File: src/rtl/serial_mul5_tx.sv
// serial_mul5_tx: accepts a W-bit word k and shifts 5*k out MSB-first, OUT_W = W+3 bits per frame.
// Latency: 2 cycles from accept to the first bit. Each frame takes OUT_W+1 cycles, one of them the frame_clr pulse.
// Backpressure: in_ready is high only in IDLE. in_valid is ignored while busy. Optional MUL5_ERRINJ_EN adds err_inj.
module serial_mul5_tx #(
  parameter int W = 8
) (
  input  logic         clk,
  input  logic         reset,
  input  logic         in_valid,
  input  logic [W-1:0] in_data,
`ifdef MUL5_ERRINJ_EN
  input  logic         err_inj,
`endif
  output logic         in_ready,
  output logic         frame_clr,
  output logic         out_bit,
  output logic         out_valid,
  output logic         out_first,
  output logic         out_last,
  output logic         busy
);

  localparam int OUT_W = W + 3;
  localparam int CW    = $clog2(OUT_W);

  typedef enum logic [1:0] {
    IDLE  = 2'd0,
    CLR   = 2'd1,
    SHIFT = 2'd2
  } state_t;

  state_t             r_state;
  state_t             w_state_nxt;
  logic [OUT_W-1:0]   r_sreg;
  logic [CW-1:0]      r_cnt;
  logic               w_accept;
  logic [OUT_W-1:0]   w_mul5;
  logic               w_flip;

  // 5*k as 4k + k. The result always fits in OUT_W bits.
  assign w_mul5 = {1'b0, in_data, 2'b00} + {3'b000, in_data};

`ifdef MUL5_ERRINJ_EN
  assign w_flip = err_inj;
`else
  assign w_flip = 1'b0;
`endif

  assign w_accept = in_valid && in_ready;

  // State register. Reset aborts any frame in progress at once.
  always_ff @(posedge clk or negedge reset) begin
    if (!reset) begin
      r_state <= IDLE;
    end else begin
      r_state <= w_state_nxt;
    end
  end

  // Next-state logic and output decode. Outputs depend only on registered state.
  // The exception is in_ready, which is also gated by reset.
  always_comb begin
    w_state_nxt = r_state;
    in_ready    = 1'b0;
    frame_clr   = 1'b0;
    out_valid   = 1'b0;
    out_bit     = 1'b0;
    out_first   = 1'b0;
    out_last    = 1'b0;
    busy        = 1'b0;
    case (r_state)
      IDLE: begin
        in_ready = reset;
        if (w_accept) begin
          w_state_nxt = CLR;
        end
      end
      CLR: begin
        frame_clr   = 1'b1;
        busy        = 1'b1;
        w_state_nxt = SHIFT;
      end
      SHIFT: begin
        busy      = 1'b1;
        out_valid = 1'b1;
        out_bit   = r_sreg[OUT_W-1];
        out_first = (r_cnt == CW'(OUT_W - 1));
        out_last  = (r_cnt == '0);
        if (r_cnt == '0) begin
          w_state_nxt = IDLE;
        end
      end
      default: begin
        w_state_nxt = IDLE;
      end
    endcase
  end

  // Datapath. Load the product on accept, then shift it out and count down while in SHIFT.
  always_ff @(posedge clk or negedge reset) begin
    if (!reset) begin
      r_sreg <= '0;
      r_cnt  <= '0;
    end else if (r_state == IDLE) begin
      if (w_accept) begin
        r_sreg <= w_mul5 ^ {{(OUT_W-1){1'b0}}, w_flip};
        r_cnt  <= CW'(OUT_W - 1);
      end
    end else if (r_state == SHIFT) begin
      r_sreg <= r_sreg << 1;
      if (r_cnt != '0) begin
        r_cnt <= r_cnt - 1'b1;
      end
    end
  end

endmodule

File: config.mk
export PLATFORM = sky130hd
export DESIGN_NAME = serial_mul5_tx
export DESIGN_NICKNAME = d
export VERILOG_FILES = /design/src/rtl/serial_mul5_tx.sv
export SDC_FILE = /design/constraint.sdc
export NUM_CORES = 1
export LEC_CHECK = 0
export CORE_UTILIZATION = 28
export DETAILED_ROUTE_END_ITERATION = 10
export GPL_ROUTABILITY_DRIVEN = 0
export MAX_ROUTING_LAYER = met4
export SETUP_SLACK_MARGIN = 0.2
export SYNTH_ARGS = -nofsm -noshare
export SYNTH_HDL_FRONTEND = slang
export SYNTH_SLANG_ARGS = --single-unit
File: constraint.sdc
create_clock -name clk -period 1.51 [get_ports clk]
set_input_delay 0.151 -clock clk [delete_from_list [all_inputs] [get_ports clk]]
set_output_delay 0.151 -clock clk [all_outputs]
set_load 0.01 [all_outputs]
==> results.py <==
metrics = {
    "timing": {
        "slew_viol_final": 0,
        "whs_ns": 0.156,
        "timing.final.crit_share_pct": 107,
        "rsz0062_at_grt": "true",
        "post-route-min-period_ns": 1.61,
        "finClkSkew_ns": 0.00112,
        "fmax_mhz": 620,
        "setup_slack_ns": -0.103,
        "tightest_slew_ns": 0.332,
        "finalSetupViolCount": 5,
        "maxSlewHeadroom_pct": 77.9,
        "hold_viol_final": 0,
    },
    "synth": {
        "synth_cells": 138,
        "synth_fp_nets": 163,
        "avgSynthCellArea_um2": 8.97,
        "async_flop_share_pct": 100,
        "synth-edff-count": 0,
        "ys_seq_elements": 17,
        "syn-cell-area_um2": 1240,
        "yosys_warnings": 0,
        "ys.flop_type": "dfrtp_1",
        "synth_seq_area_share_pct": 34.4,
        "yosysUniqueCellTypes": 37,
    },
    "clock_network": {
        "hold_buffers": 0,
        "htreeDepth": 1,
        "clkTransAtPathRegs_ns": 0.07,
        "clkLatencyLatePin_ns": 0.25,
        "clock_sinks": 17,
        "numCtsBuffers": 3,
        "clk_path_buf_depth": 2,
        "cts_tree": "done",
        "root_buffer": "clkbuf_8",
    },
    "critical_path": {
        "r2r_end": "r_cnt[3]",
        "worstPathMaxFanout": 5,
        "critPathSlowestCell": "or4_1",
        "crit_path_max_incr_delay_ns": 0.42,
        "crit_arrival_ns": 1.75,
        "path_cells": "inv_2 > ha_4 > o21ai_2 > or4_1 > xor2_1 > mux2i_1",
        "worst_r2r_path_depth": 6,
        "start_kind": "flop",
        "rrSetupSlack_ns": -0.10,
        "worstSetupPathType": "reg2reg",
        "worstReg2RegStart": "r_state[0]",
        "cp.required_ns": 1.64,
        "startpoint": "r_state[0]",
        "end_kind": "flop",
    },
    "floorplanning": {
        "initial_utilization_pct": 30.1,
        "pin_count": 18,
        "core-area_um2": 4120,
        "rows": 23,
        "die_x_um": 68.5,
        "die_h_um": 68.5,
        "dieArea_um2": 4690,
    },
    "routing": {
        "viasPerCell": 4.99,
        "antenna_left": 0,
        "first_iter_violations": 93,
        "wl_per_cell_um": 14.6,
        "drt-total-wl_um": 3860,
        "first_pass_iters": 4,
        "drc": 0,
        "vias": 1323,
    },
    "finish": {
        "synthToLayoutAreaGrowth_pct": 88.8,
        "layout_commonest_cell": "buf_4",
        "final_nets": 241,
        "n_antenna_cell": 0,
        "drive_gt1_share_pct": 60.5,
        "final_cell_count_no_fill": 265,
        "final_cell_mix": "42 x buf_4, 17 x dfrtp_1, 14 x buf_6, 11 x nand2_1, 10 x ha_4",
        "final_util_pct": 56.8,
    },
    "placed_design": {
        "hpwlAfterDp_um": 2620,
        "dp_cells": 241,
        "portBuffers": 17,
    },
    "power": {
        "pwr_density_cell_nw_per_um2": 1710,
        "irDropWorstVdd_v": 0.000770,
        "leakagePower_nw": 1.04,
        "p_total_mw": 3.99,
    },
    "grt": {
        "grtUsageTotal_pct": 17.2,
        "overflow": 0,
        "grt_antenna_before_repair": 0,
        "first_global_vias": 1336,
        "grt_pass1_wl_um": 5770,
        "grt_start_max_net_pins": 11,
    },
    "status": {
        "status": "finished, violations left",
        "failed_checks": "negative setup slack",
    },
    "hold_path": {
        "hp-class": "in2async",
    },
    "job": {
        "max_cap_violations": 0,
    },
}
## Yosys cell counts (all sizes together) (2+ instances only)
cell / number / area (µm²)
a211oi: 2 / 15.0
a21o: 2 / 15.0
a21oi: 9 / 48.8
a31oi: 4 / 25.0
and2: 3 / 18.8
buf: 2 / 8.75
clkbuf: 2 / 7.51
dfrtp: 17 / 425
ha: 13 / 163
inv: 9 / 33.8
mux2i: 5 / 50.1
nand2: 15 / 56.3
nand2b: 3 / 18.8
nand3: 3 / 15.0
nor2: 8 / 30.0
nor2b: 3 / 18.8
nor3: 2 / 10.0
nor3b: 3 / 22.5
o21a: 3 / 22.5
o21ai: 15 / 78.8
o31ai: 2 / 15.0
xnor2: 2 / 17.5
xor2: 2 / 17.5
## worst max-delay path: cells and delay by family, from the launching register on
kind,cells,cell delay (ns)
mux,1,0.10
buf+inv,1,0.11
compound gates,1,0.08
xor+xnor,1,0.21
flops,1,0.39
simple gates,1,0.42
fa+ha+maj,1,0.19
## through the flow
| step | TNS [ns] | setup WS, ns | cell area (µm²) |
|---|---|---|---|
| final | -0.133 | -0.103 | 2340 |
| after global routing | -0.795 | -0.192 | 2340 |
| after CTS | -0.0841 | -0.0596 | 2180 |
| after detailed placement | -4.45 | -0.716 | 1850 |
| after global placement | -3.98 | -0.658 | 1850 |
| after floorplan | -0.0128 | -0.0128 | 1360 |
## how the worst max path moves through the flow
stage,slack (ns),end
6_report,-0.10,r_cnt[3]
3_5_place_dp,-0.72,r_sreg[8]
2_1_floorplan,-0.01,r_sreg[8]
5_1_grt,-0.19,r_cnt[3]
4_1_cts,-0.06,r_cnt[3]
3_3_place_gp,-0.66,r_sreg[8]
## layer usage
metal | vias up | GRT usage (%) | routed length, µm | part of all wire, %
li1 | 650 | - | - | -
met1 | 654 | 18.9 | 1610 | 42
met2 | 13 | 30.6 | 2100 | 54
met3 | 6 | 3.33 | 86 | 2.2
met4 | 0 | 6.25 | 65 | 1.7
met5 | - | - | 0 | 0
## power breakdown
| part | internal (mW) | leakage, nW | switching (mW) |
|---|---|---|---|
| logic | 1.58 | 0.812 | 1.25 |
| clock network | 0.187 | 0.0228 | 0.153 |
| registers | 0.656 | 0.207 | 0.164 |
## state kept, by name (all words and copies together) (netlist names)
signal,cells
r_sreg,11
r_state,2
r_cnt,4
## cells by family after synthesis
family,Yosys count,synth area share (%)
buffers and inverters,13,4.04
AND/OR/NAND/NOR,43,17.4
AO/OA/AOI/OAI,41,21.6
multiplexers,6,4.95
flip-flops,17,34.4
XOR/XNOR,4,2.83
adder cells (fa/ha/maj),14,14.8
## area by class of cell
cell class / instances / area (µm²)
fill: 351 / 1780
multi-input combinational: 108 / 1070
timing repair buffer: 77 / 699
sequential: 17 / 425
tap: 50 / 62.6
clock buffer: 4 / 45.0
inverter: 9 / 36.3
## what timing repair did
| action | 4_1_cts | 5_1_grt |
|---|---|---|
| resized for setup | 94 | 22 |
| buffers inserted | 12 | 6 |
| setup endpoints to repair | 24 | 23 |
| endpoints found under the hold margin | 0 | 0 |
| pin swaps | 22 | 4 |
| cloned | 1 | 1 |
(Power assumes the default switching activity.)
